$ cat config.mk
export PLATFORM = sky130hd
export DESIGN_NAME = niu_sii_dma_req_issuer
export DESIGN_NICKNAME = d
export VERILOG_FILES = /design/src/rtl/niu_sii_pkg.sv /design/src/rtl/niu_sii_credit_ctr.sv /design/src/rtl/niu_sii_dma_req_issuer.sv
export SDC_FILE = /design/constraint.sdc
export NUM_CORES = 1
export LEC_CHECK = 0
export ABC_AREA = 1
export CAP_MARGIN = 0
export CORE_AREA = 2 2 307 309
export CTS_BUF_LIST = sky130_fd_sc_hd__clkbuf_16
export DETAILED_ROUTE_END_ITERATION = 8
export DIE_AREA = 0 0 309 311
export PLACE_DENSITY_LB_ADDON = 0.08
export SLEW_MARGIN = 20
export SYNTH_ARGS = -nofsm -noshare
export SYNTH_HDL_FRONTEND = slang
export SYNTH_SLANG_ARGS = --single-unit
$ cat constraint.sdc
create_clock -name iol2clk -period 21.8 [get_ports iol2clk]
set_clock_uncertainty 0.2 [all_clocks]
set_input_delay 4.36 -clock iol2clk [delete_from_list [all_inputs] [get_ports iol2clk]]
set_output_delay 4.36 -clock iol2clk [all_outputs]
set_load 0.01 [all_outputs]
$ cat src/rtl/niu_sii_pkg.sv
// Shared types and helpers for the NIU->SII DMA request issuer: FSM states,
// header field offsets, beat/parity widths and the per-16-bit parity function.
package niu_sii_pkg;

  localparam int BEAT_W  = 128;
  localparam int PAR_W   = 8;
  localparam int BE_W    = 16;
  localparam int TAG_W   = 16;
  localparam int PA_W    = 40;
  localparam int TAG_LSB = 64;
  localparam int PA_MSB  = 39;
  localparam int CNT_W   = 6;

  typedef enum logic [2:0] {
    ST_IDLE,
    ST_HDR,
    ST_PL0,
    ST_PL1,
    ST_PL2,
    ST_PL3
  } state_t;

  // parity[i] covers data[16i+15:16i]
  function automatic logic [PAR_W-1:0] par16(input logic [BEAT_W-1:0] data);
    logic [PAR_W-1:0] p;
    for (int i = 0; i < PAR_W; i++) p[i] = ^data[16*i +: 16];
    return p;
  endfunction

endpackage

$ cat src/rtl/niu_sii_credit_ctr.sv
// Credit counter for one SII inbound queue: starts full at INIT, takes one
// credit per issued request, returns one per dequeue, never exceeds INIT.
module niu_sii_credit_ctr
  import niu_sii_pkg::*;
#(
  parameter int INIT = 16
) (
  input  logic             clk,
  input  logic             rst,
  input  logic             inc,
  input  logic             dec,
  output logic [CNT_W-1:0] cnt,
  output logic             avail,
  output logic             ovf
);

  localparam logic [CNT_W-1:0] INIT_V = CNT_W'(INIT);

  // A return at full credit is dropped and latched as a sticky overflow.
  always_ff @(posedge clk) begin
    if (rst) begin
      cnt <= INIT_V;
      ovf <= 1'b0;
    end else begin
      unique case ({inc, dec})
        2'b10: begin
          if (cnt == INIT_V) ovf <= 1'b1;
          else               cnt <= cnt + CNT_W'(1);
        end
        2'b01:   cnt <= cnt - CNT_W'(1);
        default: ;
      endcase
    end
  end

  assign avail = (cnt != '0);

endmodule

$ cat src/rtl/niu_sii_dma_req_issuer.sv
// NIU->SII inbound DMA request issuer: header + 0/1/4 payload beats with parity,
// credit-gated per target queue. Optional macro NIU_SII_PAR_ERR_INJ_EN adds inj_par_err.
module niu_sii_dma_req_issuer
  import niu_sii_pkg::*;
#(
  parameter int OQ_CREDITS = 16,
  parameter int BQ_CREDITS = 16
) (
  input  logic                iol2clk,
  input  logic                rst,
`ifdef NIU_SII_PAR_ERR_INJ_EN
  input  logic                inj_par_err,
`endif
  input  logic                req_vld,
  output logic                req_rdy,
  input  logic                req_wr,
  input  logic                req_len16,
  input  logic                req_bypass,
  input  logic [TAG_W-1:0]    req_tag,
  input  logic [PA_W-1:0]     req_pa,
  input  logic [4*BEAT_W-1:0] req_data,
  input  logic [4*BE_W-1:0]   req_be,
  input  logic                sii_niu_oqdq,
  input  logic                sii_niu_bqdq,
  output logic                niu_sii_hdr_vld,
  output logic                niu_sii_reqbypass,
  output logic                niu_sii_datareq,
  output logic                niu_sii_datareq16,
  output logic [BEAT_W-1:0]   niu_sii_data,
  output logic [PAR_W-1:0]    niu_sii_parity,
  output logic [BE_W-1:0]     niu_sii_be
);

  // Handshake: a request transfers on a rising edge where req_vld && req_rdy.
  // req_rdy is combinational on req_bypass so each queue is gated independently.

  state_t state, state_nxt;

  logic                cur_wr, cur_len16, cur_inj;
  logic [4*BEAT_W-1:0] cur_data;
  logic [4*BE_W-1:0]   cur_be;

  logic             oq_avail, bq_avail, oq_ovf, bq_ovf;
  logic [CNT_W-1:0] oq_cnt, bq_cnt;
  logic             credit_ovf;
  logic             can_take, accept, inj_req;

  logic              hdr_nxt, byp_nxt, dr_nxt, dr16_nxt, inj_nxt;
  logic [BEAT_W-1:0] data_nxt;
  logic [BE_W-1:0]   be_nxt;
  logic [PAR_W-1:0]  par_nxt;
  logic              dbg_unused;

`ifdef NIU_SII_PAR_ERR_INJ_EN
  assign inj_req = inj_par_err;
`else
  assign inj_req = 1'b0;
`endif

  // The last cycle of a transfer may overlap the next accept.
  assign can_take = (state == ST_IDLE) ||
                    (state == ST_HDR && !cur_wr) ||
                    (state == ST_PL0 && cur_len16) ||
                    (state == ST_PL3);
  assign req_rdy  = !rst && can_take && (req_bypass ? bq_avail : oq_avail);
  assign accept   = req_vld && req_rdy;

  niu_sii_credit_ctr #(.INIT(OQ_CREDITS)) u_oq_ctr (
    .clk   (iol2clk),
    .rst   (rst),
    .inc   (sii_niu_oqdq),
    .dec   (accept && !req_bypass),
    .cnt   (oq_cnt),
    .avail (oq_avail),
    .ovf   (oq_ovf)
  );

  niu_sii_credit_ctr #(.INIT(BQ_CREDITS)) u_bq_ctr (
    .clk   (iol2clk),
    .rst   (rst),
    .inc   (sii_niu_bqdq),
    .dec   (accept && req_bypass),
    .cnt   (bq_cnt),
    .avail (bq_avail),
    .ovf   (bq_ovf)
  );

  assign credit_ovf = oq_ovf || bq_ovf;
  // Observation-only state kept visible for debug probes.
  assign dbg_unused = ^{credit_ovf, oq_cnt, bq_cnt};

  always_comb begin
    state_nxt = state;
    unique case (state)
      ST_IDLE: if (accept) state_nxt = ST_HDR;
      ST_HDR:  state_nxt = cur_wr ? ST_PL0 : (accept ? ST_HDR : ST_IDLE);
      ST_PL0:  state_nxt = !cur_len16 ? ST_PL1 : (accept ? ST_HDR : ST_IDLE);
      ST_PL1:  state_nxt = ST_PL2;
      ST_PL2:  state_nxt = ST_PL3;
      ST_PL3:  state_nxt = accept ? ST_HDR : ST_IDLE;
      default: state_nxt = ST_IDLE;
    endcase
  end

  // Next-cycle output word; HDR is only ever entered through an accept.
  always_comb begin
    hdr_nxt  = 1'b0;
    byp_nxt  = 1'b0;
    dr_nxt   = 1'b0;
    dr16_nxt = 1'b0;
    inj_nxt  = 1'b0;
    data_nxt = '0;
    be_nxt   = '0;
    unique case (state_nxt)
      ST_HDR: begin
        hdr_nxt                        = 1'b1;
        byp_nxt                        = req_bypass;
        dr_nxt                         = req_wr;
        dr16_nxt                       = req_wr && req_len16;
        data_nxt[TAG_LSB +: TAG_W]     = req_tag;
        data_nxt[PA_MSB:0]             = req_pa;
        inj_nxt                        = inj_req;
      end
      ST_PL0: begin
        data_nxt = cur_data[0 +: BEAT_W];
        be_nxt   = cur_be[0 +: BE_W];
        inj_nxt  = cur_inj;
      end
      ST_PL1: begin
        data_nxt = cur_data[BEAT_W +: BEAT_W];
        be_nxt   = cur_be[BE_W +: BE_W];
        inj_nxt  = cur_inj;
      end
      ST_PL2: begin
        data_nxt = cur_data[2*BEAT_W +: BEAT_W];
        be_nxt   = cur_be[2*BE_W +: BE_W];
        inj_nxt  = cur_inj;
      end
      ST_PL3: begin
        data_nxt = cur_data[3*BEAT_W +: BEAT_W];
        be_nxt   = cur_be[3*BE_W +: BE_W];
        inj_nxt  = cur_inj;
      end
      default: ;
    endcase
    par_nxt = par16(data_nxt) ^ {{(PAR_W-1){1'b0}}, inj_nxt};
  end

  always_ff @(posedge iol2clk) begin
    if (rst) begin
      state             <= ST_IDLE;
      cur_wr            <= 1'b0;
      cur_len16         <= 1'b0;
      cur_inj           <= 1'b0;
      niu_sii_hdr_vld   <= 1'b0;
      niu_sii_reqbypass <= 1'b0;
      niu_sii_datareq   <= 1'b0;
      niu_sii_datareq16 <= 1'b0;
      niu_sii_data      <= '0;
      niu_sii_parity    <= '0;
      niu_sii_be        <= '0;
    end else begin
      state             <= state_nxt;
      niu_sii_hdr_vld   <= hdr_nxt;
      niu_sii_reqbypass <= byp_nxt;
      niu_sii_datareq   <= dr_nxt;
      niu_sii_datareq16 <= dr16_nxt;
      niu_sii_data      <= data_nxt;
      niu_sii_parity    <= par_nxt;
      niu_sii_be        <= be_nxt;
      if (accept) begin
        cur_wr    <= req_wr;
        cur_len16 <= req_len16;
        cur_inj   <= inj_req;
      end
    end
  end

  // Payload holding registers need no reset; they are only read after an accept.
  always_ff @(posedge iol2clk) begin
    if (accept) begin
      cur_data <= req_data;
      cur_be   <= req_be;
    end
  end

endmodule

==> impl_results.md <==
* Post-route setup TNS at 0 ns
* Core Rows at 112
* Number of global-route vias before repair at 21557
* Placed cells at 4638
* Io pins at 797
* Top FF cell, synth: edfxtp_1
* Initial antenna violation count at 48
* Post-DP HPWL at 72420 um
* Max_cap viols at 0
* Power share of the clock group at 0.399
* Initial Utilization at 0.3206
* Crit path max fanout at 5
* Die height at 311 um
* Vias per inst at 4.416
* Main combinational cell family by area after synthesis: simple AND/OR/NAND/NOR gates
* Vias post-DR at 21282
* Final period util at 0.4893
* Slew @ Worst Pin at 1.076 ns
* Setup bufs post-CTS at 0
* Hold Crit Class: flip-flop to flip-flop
* Crit path capture type: output pin
* Distinct cells, synth at 39
* Synth area leaders: edfxtp_1 58%, dfxtp_1 12%, inv_1 6.5%
* Drc violations at 0
* M2 GR Usage at 0.3643
* Fillers at 8837
* P_int at 2.621 mW
* Share of layout cells above drive strength 1 at 0.06045
* Post-synth EDFFs at 576
* Crit path arrival time at 6.11 ns
* Placed cell area at 0.03891 mm2
* Setup violators final at 0
* Status: completed
* Clock tree buffer depth at 3
* Synthesized Nets at 3310
* Worst-Skew Late Latency at 0.64 ns
* Clock root cell: clkbuf_16
* Port buffer count at 796
* Met1 Use GR at 0.2266
* Pins Over Slew Limit at 0
* NetSw at 796.5 uW
* Final min period at 10.67 ns
* Largest vdd supply drop at 48.73 uV
* CTS tree: done
* Largest net degree at the start of global routing at 167
* Post-CTS Resized at 0
* Worst hold margin at 0.2916 ns
* GR Util met3 at 0.07533
* Synth Instances at 2660
* Post-Synth Simple-Gate Area at 0.1225
* Synth Area in XOR/XNOR at 0.02575
* Async set-reset flop share out of synthesis at 0
* Fin nets at 4121
* Synth top cells by count: 576 x edfxtp_1, 517 x inv_1, 506 x nand2_1
* WS Path Type: input port to output pin
* Reg power frac at 0.492
* First-pass GRT wire length at 142500 um
* FMAX at 0.09375 GHz
* Post-Syn Area at 0.02974 mm2
* Slew Limit Headroom at 0.2823
* Post-route ant nets at 0
* GPL Wtd Cong at 0.8535
* Clock sink total at 749
* H-tree depth at 3
* Fin. Hold Viols at 0
* GRT Total Usage at 0.2052
* PwrDens at 82.14 mW/mm2
* Mux cell area share after synthesis at 0
* #FFs+latches synth at 749
* Core ar. at 0.09277 mm2
* DRT Pass-1 Iters at 8
* Seq/Total Area, Yosys at 0.6980
* Critical Path RT at 17.24 ns
* WL per Instance at 20.86 um
* Clock transition at path regs at 0.06 ns
* Gr busiest metal: met2
* RSZ-0062 raised after global routing: no
* DR iter-0 viols at 1187
* Leak pwr at 16.81 nW
* Area Growth Syn to Fin at 39.90%
* Yosys warns at 0
* Switch share at 0.2331
* Logic gate share of total power at 0.109
* Top-area cell type share of the netlist area at 0.5815
* Adder-Cell Fraction of Synth Area at 0.004712
* Post-synthesis compound-gate area fraction at 0.06441
* Hold_buf cts at 0
* WL final at 100500 um
* CTS buffer count at 85
* GRT Residual Overflow at 0
* Non-Filler Instances at 4819
* Final instance area at 0.04161 mm2
* Most common cell in the synthesized netlist: edfxtp_1
* Chip width at 309 um
* Avg Cell Area, Syn at 11.18 um2
* Die ar. at 0.09610 mm2
* Worst Setup Start Kind: input port
* Largest area contributor in the netlist: edfxtp_1
layer usage:
| metal | part of all wire | wire length, um |
|---|---|---|
| met1 | 0.37 | 37700 |
| met2 | 0.51 | 51410 |
| met3 | 0.087 | 8768 |
| met4 | 0.024 | 2402 |
| met5 | 0.0026 | 263 |
area by class of cell:
| class | instances | area, um2 | area share |
|---|---|---|---|
| flip-flops and latches | 749 | 20760 | 0.4989 |
| repair buffers | 811 | 8098 | 0.1946 |
| multi-input cells | 1293 | 6479 | 0.1557 |
| clock buffers | 89 | 2227 | 0.05353 |
| inverters | 531 | 2006 | 0.04820 |
| well taps | 1254 | 1569 | 0.03771 |
| clock inverters | 67 | 407.9 | 0.009803 |
| diodes | 25 | 62.56 | 0.001504 |
cell families (layout without fill, tap and decap cells):
kind of cell / after synthesis / after routing
simple gates: 903 / 903
buf+inv: 618 / 1498
fa+ha+maj: 10 / 10
flops: 749 / 749
compound gates: 308 / 308
xor+xnor: 72 / 72
other cells: 0 / 25
flip-flops by register name (all words and copies together), names as in the netlist:
| register | flops |
|---|---|
| niu_sii_be | 16 |
| niu_sii_datareq16 | 1 |
| cur_data | 512 |
| cur_be | 64 |
| niu_sii_datareq | 1 |
| cur_wr | 1 |
| niu_sii_parity | 8 |
| cur_len16 | 1 |
| niu_sii_reqbypass | 1 |
| u_oq_ctr.cnt | 6 |
| state | 3 |
| niu_sii_hdr_vld | 1 |
| niu_sii_data | 128 |
| u_bq_ctr.cnt | 6 |
metrics by stage:
step | total power, mW | util | setup slack (ns)
2_1_floorplan | 1.898 | - | 8.290
3_3_place_gp | 2.079 | 0.4194 | 11.21
3_5_place_dp | 2.090 | 0.4194 | 11.17
4_1_cts | 3.464 | 0.4478 | 11.16
5_1_grt | 3.558 | 0.4483 | 11.05
6_report | 3.418 | 0.4485 | 11.13
power by group through the flow:
stage	logic (mW)	clock network, mW	registers [mW]
final	0.373	1.36	1.68
after global routing	0.412	1.45	1.69
after CTS	0.379	1.40	1.68
after detailed placement	0.377	0	1.71
after global placement	0.369	0	1.71
after floorplan	0.163	0	1.74
cell usage in the layout (no fill, tap or decap), types with 2 or more instances in the layout:
master,synthesis,layout
o22ai_2,6,6
buf_6,17,2
clkinv_1,2,22
xnor2_1,34,34
inv_1,517,541
clkinv_2,0,17
nor2_4,7,7
clkbuf_16,0,89
o21ai_1,36,36
nor2_2,37,37
nor2_1,313,313
nor3_1,3,3
nand3_4,2,3
fa_1,2,2
nand2_1,506,506
diode_2,0,25
o22ai_1,143,143
edfxtp_1,576,576
nand4_1,6,6
dfxtp_1,173,173
buf_4,7,13
a221oi_1,16,16
nand3_1,24,23
bufinv_16,0,5
a22o_1,22,22
ha_1,8,8
o21ai_0,55,55
xor2_1,20,20
clkdlybuf4s50_1,0,795
a21oi_1,27,27
xor2_2,6,6
inv_2,12,9
xnor2_2,12,12
inv_4,0,2
critical path: stages:
cell and delay, ns:
clkdlybuf4s50_1 0.52, nor3_1 0.10, a21oi_1 0.36, nand2_1 0.13
inv_1 0.09, clkdlybuf4s50_1 0.53
worst paths after layout:
path / endpoint / from / cells after the start / slack (ns)
setup / recovery: req_rdy / req_bypass / 6 / 11.13
hold / removal: niu_sii_be[15] / cur_be[47] / 2 / 0.29
setup reg to reg: cur_data[117] / state[2] / 8 / 16.98
hold reg to reg: niu_sii_be[15] / cur_be[47] / 2 / 0.29
Note: power is estimated with default switching activity, not from simulation.
==> RTL edit 1, RTL diff (config.mk and constraints unchanged) <==
Set the package constant `PAR_W` to 7 (it was 8).
--- a/src/rtl/niu_sii_pkg.sv
+++ b/src/rtl/niu_sii_pkg.sv
@@ -3,7 +3,7 @@
 package niu_sii_pkg;
 
   localparam int BEAT_W  = 128;
-  localparam int PAR_W   = 8;
+  localparam int PAR_W   = 7;
   localparam int BE_W    = 16;
   localparam int TAG_W   = 16;
   localparam int PA_W    = 40;
Ports: changed (resized niu_sii_parity); port bits go from 797 to 796. No check against the original RTL was run, so the function may have changed too.
==> RTL edit 1 against the unedited design <==
  * Synthesized area is 3.7% lower
  * Via count is 1.3% higher
  * Maximum frequency hardly changed
  * Synthesized cell count is 8.0% lower
  * Worst setup slack better by 0.0015 ns
  * Cell area is 2.6% lower
  * Hold slack worse by 0.017 ns
  * Total power is 0.75% higher
  * Sequential cell count is 1 lower
  * Wire length is 8.0% higher
==> RTL edit 1: results (changes against the unedited design) <==
M3 GR Usage 7.26% (-0.27 points); WL met2 55800 um (+8.5%); TritonCTS Buffers 86 (+1.2%); R2R setup slack 16.62 ns (-0.36 ns); Worst VDD drop 53.8 uV (+10%); DRT Pass-1 Iters 5 (-3); Post-Synthesis Net Count 3098 (-6.4%); Min-Delay Startpoint cur_wr$_SDFFE_PP0N_; CP max FO 48 (+43); synth top area cells edfxtp_1 60%, dfxtp_1 12%, nand2_1 8.3%; status finished, final reports clean; FF-to-FF End u_oq_ctr.cnt[5]$_SDFFE_PP0P_; DP HPWL 76400 um (+5.5%); Buffers on Ports 795 (-0.13%); largest net degree at the start of global routing 175 (+4.8%); DR iter-0 viols 1377 (+16%); R2R Path Start cur_len16$_SDFFE_PP0N_; Worst Hold Slack 0.274 ns (-0.0175 ns); Slew @ Worst Pin 1.17 ns (+0.0933 ns); met1 GRT Util 25.4% (+2.8 points); reg2reg path depth 19 (+11); fraction of layout instances using a drive strength above 1 5.40% (-0.65 points); initial antenna violation count 43 (-10%); Tot GR Track Use 22.0% (+1.5 points); global-route wire length before repair 153000 um (+7.1%); cell count after placement 4390 (-5.3%); vias in the first global route 21700 (+0.57%)
## RTL edit 1: layout make-up
cell class / instances / area share, %
flip-flops and latches: 748 / 51.2
repair buffers: 815 / 20.1
multi-input cells: 1464 / 17.0
clock buffers: 86 / 5.31
well taps: 1254 / 3.87
clock inverters: 76 / 1.43
inverters: 109 / 1.09
diodes: 22 / 0.136
## RTL edit 1: logic make-up (layout without fill, tap and decap cells)
| logic type | Yosys count | in the layout | synth area share [%] |
|---|---|---|---|
| and+or+nand+nor | 1245 | 1245 | 18.4 |
| DFF | 748 | 748 | 72.4 |
| AOI/OAI and AO/OA | 153 | 153 | 3.28 |
| buffers and inverters | 236 | 1086 | 3.66 |
| other | 0 | 22 | 0 |
| adders and majority gates | 10 | 10 | 0.489 |
| xor gates and xnor gates | 56 | 56 | 1.76 |
## RTL edit 1: tightest hold or removal path: cells and delay by family (launching register included)
| kind | cells | cell delay [ns] |
|---|---|---|
| simple gates | 2 | 0.12 |
| flops | 1 | 0.31 |
==> RTL edit 2, RTL diff (same settings) <==
Without the edit above. One comparison of `cnt` changes from == to >=.
--- a/src/rtl/niu_sii_credit_ctr.sv
+++ b/src/rtl/niu_sii_credit_ctr.sv
@@ -24,7 +24,7 @@
     end else begin
       unique case ({inc, dec})
         2'b10: begin
-          if (cnt == INIT_V) ovf <= 1'b1;
+          if (cnt >= INIT_V) ovf <= 1'b1;
           else               cnt <= cnt + CNT_W'(1);
         end
         2'b01:   cnt <= cnt - CNT_W'(1);
Function: same outputs for any inputs over 4 cycles, from zero or initial values and one cycle with rst high; that may be too few to reach the edited logic, so the function may still have changed.
==> RTL edit 2 against the unedited design <==
  * Total power decreased by 4.4%
  * Cell area grew 1.3%
  * Wire length grew 4.2%
  * Largest power group unchanged
  * Worst setup slack got worse by 0.39 ns
  * Synthesized area rose by 1.3%
  * First-iteration DRC count grew 22%
  * Maximum frequency fell by 3.5%
  * Sequential cell count unchanged
  * Count of clock-buffer cells in the layout decreased by 2
==> RTL edit 2: results (changes against the unedited design) <==
R2R setup slack 17.06 ns (+0.08 ns); warnings from Yosys 0 (unchanged); fraction of layout instances using a drive strength above 1 4.20% (-1.8 points); largest net degree at the start of global routing 124 (-26%); pwr dens 77.5 nW/um2 (-5.6%); DRT Pass-1 Iters 5 (-3); Worst Hold Slack 0.273 ns (-0.0187 ns); CP max stage cell inv_1; length of routed wiring on met1 40700 um (+8.0%); WL met2 52900 um (+3.0%); routed vias/inst 4.38 (-0.71%); cell count after placement 4850 (+4.6%); DP HPWL 75500 um (+4.2%); nets@finish 4335 (+5.2%); dpl cell area 39400 um2 (+1.2%); Seq/Total Area, Yosys 68.9% (-0.89 points); synth top area cells edfxtp_1 57%, dfxtp_1 11%, inv_1 6.8%; FF-to-FF End cur_data[240]$_DFFE_PN_; CP max FO 64 (+59); Worst Path Arrival 6.50 ns (+0.39 ns); Top Layer Used met5; Hold Path Sink cur_wr$_SDFFE_PP0N_; Min-Delay Startpoint cur_wr$_SDFFE_PP0N_; Detailed Route WL 105000 um (+4.2%); final period utilization 50.7% (+1.8 points); Post-Synthesis Net Count 3526 (+6.5%); Filler cells 8847 (+0.11%); pre-CTS setup slack 10.66 ns (-0.508 ns); Slew @ Worst Pin 1.03 ns (-0.0478 ns); met3 WL post-DR 8250 um (-5.9%); TritonCTS Buffers 87 (+2.4%); Worst VDD drop 49.4 uV (+1.3%); initial antenna violation count 43 (-10%); reg2reg path depth 7 (-1); top cells by instance count after synthesis 576 x edfxtp_1, 546 x inv_1, 532 x nand2_1; GP Congestion 0.815 (-4.5%); Largest regs cur_data (512), niu_sii_data (128), cur_be (64); worst skew pair latency 0.67 ns (+0.03 ns); global-route wire length before repair 146000 um (+2.5%); syn_area_per_cell 10.5 um2 (-6.3%); crit path from rst; CTS sink cnt 749 (unchanged); vias in the first global route 21200 (-1.8%); CP peak stage delay 0.75 ns (+0.22 ns); P_leak 17.3 nW (+3.0%); status finished, final reports clean; post-synth cell types 36 (-7.7%); Tot GR Track Use 21.3% (+0.79 points); DR iter-0 viols 1454 (+22%); mean routed wirelength per cell 20.8 um (-0.30%); grt total ovfl 0 (unchanged)
==> RTL edit 2: changes by cell type after synthesis, moves of 25 or more <==
cell and change:
o22ai_1 -94, nor2_2 -33, a21oi_1 +92, nor2_1 +25
nand3_1 +93, o21ai_0 +127, nand2_1 +26, inv_1 +29
==> RTL edit 2: worst max-delay path, delay by kind of cell <==
family / cells / cell delay (ns)
buf+inv: 4 / 1.74
simple gates: 2 / 0.27
==> RTL edit 2: cells by family after synthesis <==
logic type / after synthesis / share of synthesized area (%)
AO/OA/AOI/OAI: 397 / 7.16
XOR/XNOR: 48 / 1.40
adder cells (fa/ha/maj): 10 / 0.465
buffers and inverters: 648 / 8.47
flip-flops: 749 / 68.9
AND/OR/NAND/NOR: 1024 / 13.6
==> RTL edit 2: area by class of cell <==
cell class                 instances  share of cell area (%)
sequential                       749                    49.3
clock buffer                      87                    5.17
clock inverter                    75                    1.24
inverter                         550                    4.93
tap                             1254                    3.72
multi-input combinational       1479                    16.2
timing repair buffer             818                    19.3
antenna                           26                   0.154
==> RTL edit 2: layer usage <==
layer / up-vias / track usage (%)
met1: 10300 / 24.3
met5: - / 0
met3: 158 / 7.25
li1: 11000 / -
met4: 36 / 6.94
met2: 601 / 37.1
==> RTL edit 2: where the power goes <==
| part | internal (mW) | leakage [nW] | switching, mW | total, mW |
|---|---|---|---|---|
| clock | 0.777 | 1.47 | 0.604 | 1.38 |
| combinational | 0.139 | 9.04 | 0.120 | 0.259 |
| sequential | 1.61 | 6.80 | 0.0157 | 1.63 |
